==> src/rtl/simon_keypad.sv <==
// simon_keypad: debounced four-button keypad for the Simon game.
// Raw buttons pass through a 2-flop synchronizer and a stability filter. A
// small FSM then turns each clean single-button press into one playerPressed
// strobe. There is no auto-repeat, and chords lock the keypad until every
// button is released.
// Optional feature: define SIMON_KEYPAD_LED_ECHO_EN to light the echo lamp of
// the accepted button while it is held; otherwise led is tied to 0.
module simon_keypad #(
  parameter int DEBOUNCE = 3  // stable edges needed to accept a change (1..15)
) (
  input  logic       clk,
  input  logic       reset,
  input  logic [3:0] btn,
  input  logic       enable,
  output logic [1:0] playerNum,
  output logic       playerPressed,
  output logic       multi,
  output logic [3:0] led
);

  typedef enum logic [1:0] {
    IDLE   = 2'd0,
    HELD   = 2'd1,
    LOCKED = 2'd2
  } keyState_t;

  keyState_t  state, stateNext;
  logic [3:0] s1, s2;
  logic [3:0] db;
  logic [3:0] stableCnt;
  logic       pressNext;
  logic       dbMany, dbOneHot;
  logic [1:0] dbIndex;

  // Two-flop synchronizer for the asynchronous buttons.
  always_ff @(posedge clk or posedge reset) begin
    if (reset) begin
      s1 <= '0;
      s2 <= '0;
    end else begin
      // NOTE: non-blocking, so s2 takes the old s1 and the chain stays two flops deep.
      s1 <= btn;
      s2 <= s1;
    end
  end

  // Stability filter. When s1 differs from s2, s2 changes at this edge, so
  // the count restarts. db takes s2 only after DEBOUNCE quiet edges.
  always_ff @(posedge clk or posedge reset) begin
    if (reset) begin
      db        <= '0;
      stableCnt <= '0;
    end else if (s1 != s2) begin
      stableCnt <= '0;
    end else if (s2 == db) begin
      stableCnt <= '0;
    end else if (stableCnt == 4'(DEBOUNCE - 1)) begin
      db        <= s2;
      stableCnt <= '0;
    end else begin
      stableCnt <= stableCnt + 4'd1;
    end
  end

  // Decode the debounced vector: a chord, a single button, and the index of
  // that single button.
  assign dbMany   = (db & (db - 4'd1)) != 4'd0;
  assign dbOneHot = (db != 4'd0) && !dbMany;
  assign dbIndex  = {db[3] | db[2], db[3] | db[1]};

  // Press FSM: next state and the press strobe.
  always_comb begin
    // NOTE: defaults come first so no path leaves a signal unassigned (no latches).
    stateNext = state;
    pressNext = 1'b0;
    unique case (state)
      IDLE: begin
        if (dbMany) begin
          stateNext = LOCKED;
        end else if (dbOneHot) begin
          if (enable) begin
            stateNext = HELD;
            pressNext = 1'b1;
          end else begin
            stateNext = LOCKED;
          end
        end
      end
      HELD: begin
        if (db == 4'd0)  stateNext = IDLE;
        else if (dbMany) stateNext = LOCKED;
      end
      LOCKED: begin
        if (db == 4'd0) stateNext = IDLE;
      end
      default: stateNext = IDLE;
    endcase
  end

  // Register the state and the outputs, so the outputs are glitch-free.
  always_ff @(posedge clk or posedge reset) begin
    if (reset) begin
      state         <= IDLE;
      playerPressed <= 1'b0;
      playerNum     <= '0;
      multi         <= 1'b0;
    end else begin
      state         <= stateNext;
      playerPressed <= pressNext;
      multi         <= dbMany;
      if (pressNext) playerNum <= dbIndex;
    end
  end

`ifdef SIMON_KEYPAD_LED_ECHO_EN
  // Echo only the accepted button, and only while it is still held.
  assign led = (state == HELD) ? (db & (4'b0001 << playerNum)) : 4'b0000;
`else
  assign led = 4'b0000;
`endif

endmodule

==> config.mk <==
export PLATFORM = sky130hd
export DESIGN_NAME = simon_keypad
export DESIGN_NICKNAME = d
export VERILOG_FILES = /design/src/rtl/simon_keypad.sv
export SDC_FILE = /design/constraint.sdc
export NUM_CORES = 1
export LEC_CHECK = 0
export CORE_ASPECT_RATIO = 1.5
export CORE_MARGIN = 1
export CORE_UTILIZATION = 35
export CTS_CLUSTER_DIAMETER = 30
export DETAILED_ROUTE_END_ITERATION = 8
export SETUP_SLACK_MARGIN = 0.02
export SYNTH_ARGS = -nofsm -noshare
export SYNTH_HDL_FRONTEND = slang
export SYNTH_SLANG_ARGS = --single-unit
==> constraint.sdc <==
create_clock -name clk -period 3.1 [get_ports clk]
set_clock_uncertainty 0.15 [all_clocks]
set_input_delay 0.31 -clock clk [delete_from_list [all_inputs] [get_ports clk]]
set_output_delay 0.31 -clock clk [all_outputs]
set_load 0.03 [all_outputs]
==> out/qor.txt, run 1 <==
Outcome - complete, no violations
CORE AREA - 2680 um^2
Setup crit start - playerNum[0]
Crit path depth - 1
Worst-path fanout max - 2
Root Buffer Master - clkbuf_8
CP Cell Sequence - clkdlybuf4s50_1
Clock sinks - 22
Horiz. Die Dim - 45.3 um
Post-CTS Resized - 0
DP HPWL - 1.05 mm
Routing usage on met3 - 1.63%
Leakage - 0.509 nW
Syn-to-layout area delta - 15.6%
Final Hold Fails - 0
Slew HR - 45.7%
Post-synth EDFFs - 0
Unrepaired setup endpoints after global routing - no
PnR worst setup slack - 1.35 ns
H-tree depth - 1
Total GRT Usage - 12.6%
Final Max Tran Viols - 0
Clk_lat worst skew - 0.26 ns
R2r worst-path depth - 4
WL final - 1.42 mm
Initial DRT Pass Iterations - 3
Grt total ovfl - 0
CP delay by family, top - buffers and inverters
RePlAce Congestion - 0.719
Setup Fix Bufs, Post-CTS - 0
Crit path kind - register to primary output
Ant. Diodes - 0
First-pass GRT wire length - 2.61 mm
GR peak layer - met2
Slowest cell on crit path - clkdlybuf4s50_1
CP arrival - 1.29 ns
Drc violations - 0
Post-synthesis cell count - 81
Port Buffers - 10
Crit-path max cell delay - 0.68 ns
Overall Power - 561 uW
Initial antenna violation count - 0
Worst hold slack - 0.246 ns
Die height - 66.9 um
Cts bufs inserted - 3
Vias - 587
Initial Util - 36.7%
Syn avg cell area - 12.1 um^2
Pre-CTS WS - 1.37 ns
Io pins - 15
Met2 GRT Util - 19.7%
Synthesized cell area - 983 um^2
Antenna viol nets, final - 0
Type of the most critical hold path - register to register
Most used DFF post-synth - dfrtp_1
WP data required - 2.64 ns
Pwr/cell area - 493 nW/um^2
Maxcap violations - 0
FF+latch count, synth - 22
FP Rows - 23
Vias in the first global route - 580
Cell variety after synth - 29
DR vias/cell - 4.62
Synth async-reset ratio - 100%
R2r endpoint - db[0]
Sequential cell area fraction in the yosys report - 56.0%
Maximum vdd drop - 0.253 mV
Largest net degree at the start of global routing - 23
Die ar. - 3030 um^2
Final #Nets - 101
Met1 usage - 14.3%
Fin crit period - 1.75 ns
CTS tree - built
Worst setup SP type - register
CP Capture Type - primary output
CTS Hold Buffers Added - 0
Setup_tns - 0 ns
Warnings, synthesis - 0
End point of the critical path - playerNum[0]
Final Setup Violations - 0
Avg WL per Cell - 11.2 um
CP Buf/Inv Count - 1
Least-Margin Pin Slew - 0.814 ns
Worst-path clk slew - 0.07 ns
Clock Tree Buf Depth - 2
Max Clk Rate - 572 MHz
Flop2flop setup slack - 1.37 ns
Share of cells above drive strength 1 - 12.2%
Initial DRC Count - 7
Final period utilization - 56.4%
Worst r2r src - s2[0]
[through the flow]
step | cell area [um^2] | std cells | utilization (%)
3_5_place_dp | 1100 | 124 | 41.0
3_3_place_gp | 1100 | 124 | 41.0
4_1_cts | 1140 | 127 | 42.5
6_report | 1140 | 127 | 42.5
2_1_floorplan | 995 | 84 | -
5_1_grt | 1140 | 127 | 42.5
[area by class of cell]
cell class	count	area (um^2)
multi-input combinational	49	377
sequential	22	551
timing repair buffer	10	100
fill	261	1540
tap	37	46.3
inverter	6	22.5
clock buffer	3	41.3
[layout by cell type, fill, tap and decap left out]
master	netlist	final
nor4b_1	2	2
inv_1	6	6
xnor2_1	6	6
o21ai_0	1	1
nor3_1	1	1
nor3b_2	1	1
a211oi_1	1	1
dfrtp_1	22	22
xor2_1	5	5
mux2_2	4	4
clkbuf_8	0	3
and3_2	1	1
o21ai_1	1	1
nand4_2	1	1
o22ai_1	1	1
ha_1	2	2
conb_1	1	4
nor2_1	7	7
nor2b_1	1	1
maj3_1	1	1
nand3_1	2	2
nand4_1	1	1
nor4_4	1	1
nand2_1	1	1
o2111ai_1	1	1
o21a_1	1	1
clkdlybuf4s50_1	0	10
or3_1	1	1
mux2i_1	1	1
[cell families after synthesis]
logic type      count (synthesis)  share of synthesized area, %
compound gates                  6                          4.07
xor+xnor                       11                          9.80
fa+ha+maj                       3                          3.56
buf+inv                        13                          6.87
flops                          22                          56.0
mux                             5                          5.60
other cells                     1                         0.381
simple gates                   20                          13.7
[state kept, by name (all words and copies together) (netlist names)]
signal and count:
db 4, s1 4, s2 4, stableCnt 4, playerNum 2, state 2, multi 1, playerPressed 1
[cell usage after synthesis, types with 2 or more instances]
cell	n	area [um^2]
buf_2	3	15.0
xor2_1	5	43.8
mux2_2	4	45.0
nor4b_1	2	17.5
nor2_1	7	26.3
nand3_1	2	10.0
inv_1	6	22.5
buf_4	4	30.0
ha_1	2	25.0
xnor2_1	6	52.6
dfrtp_1	22	551
[power by group]
part	total (mW)	leakage (nW)	switching (mW)	internal, mW
logic	0.0752	0.206	0.0441	0.0311
registers	0.312	0.282	0.0110	0.301
clock network	0.173	0.0216	0.0862	0.0868
total	0.561	0.509	0.141	0.419
[worst min-delay path by stage]
stage	slack [ns]	cells after the start	to	startpoint
2_1_floorplan	0.15	1	db[0]	reset
3_3_place_gp	0.23	0	s2[3]	s1[3]
3_5_place_dp	0.23	0	s2[2]	s1[2]
4_1_cts	0.25	0	s2[2]	s1[2]
5_1_grt	0.26	0	s2[2]	s1[2]
6_report	0.25	0	s2[2]	s1[2]
[metal layers]
metal	wire (um)	up-vias	part of all wire, %
met2	756	12	53
met3	33	5	2.3
met5	0	-	0
met1	568	290	40
met4	62	0	4.4
li1	-	280	-
(Power assumes the default switching activity.)
==> run 2, diff against run 1 <==
Clock period 3.1 ns to 1.4 ns, I/O delays scaled along.
==> out/qor.txt, run 2 (synthesized netlist as in run 1, its figures left out) <==
Slowest cell on crit path - dfrtp_1 (was clkdlybuf4s50_1)
Worst hold slack - 0.0608 ns (was 0.246 ns)
Largest net degree at the start of global routing - 23 (unchanged)
Final period utilization - 118%
Pwr/cell area - 959 nW/um^2 (was 493 nW/um^2)
R2r worst-path depth - 4 (unchanged)
Share of cells above drive strength 1 - 43.9% (was 12.2%)
RePlAce Congestion - 0.739 (was 0.719)
FP Rows - 23 (unchanged)
DP HPWL - 1.18 mm (was 1.05 mm)
Most frequent cells in the layout - dfrtp_1, buf_4, xnor2_1, clkdlybuf4s50_1 (was dfrtp_1, clkdlybuf4s50_1, nor2_1, inv_1, xnor2_1)
H-tree depth - 1 (unchanged)
Io pins - 15 (unchanged)
Syn-to-layout area delta - 39.9% (was 15.6%)
Maximum vdd drop - 0.738 mV (was 0.253 mV)
Commonest non-fill, non-tap cell in the layout - dfrtp_1 (unchanged)
Fin crit period - 1.65 ns
Worst r2r src - s2[0] (unchanged)
Root Buffer Master - clkbuf_8 (unchanged)
Fillers - 244 (was 261)
Initial DRC Count - 4 (was 7)
Ant. Diodes - 0 (unchanged)
Die ar. - 3030 um^2 (unchanged)
Unrepaired setup endpoints after global routing - yes (was no)
Crit path kind - register to register (was register to primary output)
Worst-path clk slew - 0.07 ns (about the same)
CTS Hold Buffers Added - 0 (unchanged)
Avg WL per Cell - 11.2 um (about the same)
Total GRT Usage - 13.0% (was 12.6%)
Layout Cells excl Fill - 144 (was 127)
Cts bufs inserted - 3 (unchanged)
Overall Power - 1.32 mW (was 561 uW)
Crit-path max cell delay - 0.39 ns (was 0.68 ns)
Vias - 637 (was 587)
Final Hold Fails - 0 (unchanged)
Port Buffers - 10 (unchanged)
CP arrival - 1.64 ns (was 1.29 ns)
Final Setup Violations - 13 (was 0)
Vias in the first global route - 631 (was 580)
Area after DPL - 1230 um^2 (was 1100 um^2)
Initial antenna violation count - 0 (unchanged)
WP data required - 1.39 ns (was 2.64 ns)
PnR worst setup slack - -0.248 ns (was 1.35 ns)
R2r endpoint - db[2] (was db[0])
Final Max Tran Viols - 0 (unchanged)
Clock Tree Buf Depth - 2 (unchanged)
WL final - 1.61 mm (was 1.42 mm)
Clock sinks - 22 (unchanged)
CP Cell Sequence - xor2_1 > nor4_4 > nand4_2 > mux2_2 (was clkdlybuf4s50_1)
Flop2flop setup slack - -0.25 ns (was 1.37 ns)
Maxcap violations - 0 (unchanged)
Initial DRT Pass Iterations - 2 (was 3)
CP Capture Type - register (was primary output)
Grt total ovfl - 0 (unchanged)
First-pass GRT wire length - 2.73 mm (was 2.61 mm)
Initial Util - 36.7% (unchanged)
CP Buf/Inv Count - 0 (was 1)
Drc violations - 0 (unchanged)
Failing checks - setup timing
Final #Nets - 117 (was 101)
Type of the most critical hold path - input pin to async pin (was register to register)
Placed cells - 136 (was 124)
Finished Cell Area - 1380 um^2 (was 1140 um^2)
CP delay by family, top - simple AND/OR/NAND/NOR gates (was buffers and inverters)
Die height - 66.9 um (unchanged)
Outcome - complete, but fails checks (was complete, no violations)
DR vias/cell - 4.42 (was 4.62)
Max Clk Rate - 607 MHz
Worst-path fanout max - 4 (was 2)
Clk_lat worst skew - 0.25 ns (was 0.26 ns)
Antenna viol nets, final - 0 (unchanged)
CORE AREA - 2680 um^2 (unchanged)
Horiz. Die Dim - 45.3 um (unchanged)
Worst setup SP type - register (unchanged)
CTS tree - built (unchanged)
Leakage - 0.611 nW (was 0.509 nW)
## run 2: through the flow
step                TNS (ns)  worst slack, ns  utilization [%]
floorplan             -0.944           -0.210                -
global placement       -2.18           -0.258             46.0
detailed placement     -2.36           -0.265             46.0
CTS                    -2.24           -0.258             50.0
global route           -3.28           -0.329             51.4
finish                 -2.24           -0.248             51.4
## run 2: worst max path at each step
stage	startpoint	to	slack, ns	cells after the start
floorplan	s2[0]	db[0]	-0.21	4
global placement	db[3]	db[1]	-0.26	4
detailed placement	s2[0]	db[2]	-0.27	4
CTS	s2[0]	db[2]	-0.26	4
global route	s2[0]	db[3]	-0.33	4
finish	s2[0]	db[2]	-0.25	4
## run 2: metal layers
metal | global-route usage, % | part of all wire, % | vias to the layer above | wire length, um
met4 | 6.82 | 1.6 | 0 | 25
met3 | 3.25 | 2.1 | 4 | 34
li1 | - | - | 316 | -
met1 | 14.4 | 38 | 305 | 610
met5 | 0 | 0 | - | 0
met2 | 22.1 | 58 | 12 | 938
## run 2: cell type report
| class | instances | area [um^2] | area share (%) |
|---|---|---|---|
| Clock buffer | 4 | 55.1 | 4.00 |
| Inverter | 6 | 22.5 | 1.64 |
| Sequential cell | 22 | 557 | 40.5 |
| Multi-Input combinational cell | 49 | 469 | 34.1 |
| Timing Repair Buffer | 26 | 226 | 16.5 |
| Tap cell | 37 | 46.3 | 3.36 |
## run 2: tightest hold or removal path, stage by stage
cell and delay [ns]:
clkdlybuf4s50_1 0.39, inv_1 0.05, buf_4 0.27
## run 2: repair_timing
action	CTS	global route
gates cloned	0	0
setup endpoints to repair	17	13
setup buffers	3	1
gates resized for setup	15	7
pin swaps	4	1
## run 2: power breakdown
part | switching, mW | internal [mW] | total [mW] | leakage, nW
registers | 0.0244 | 0.668 | 0.692 | 0.274
clock network | 0.186 | 0.250 | 0.436 | 0.0288
logic | 0.109 | 0.0822 | 0.191 | 0.308
total | 0.319 | 1.00 | 1.32 | 0.611
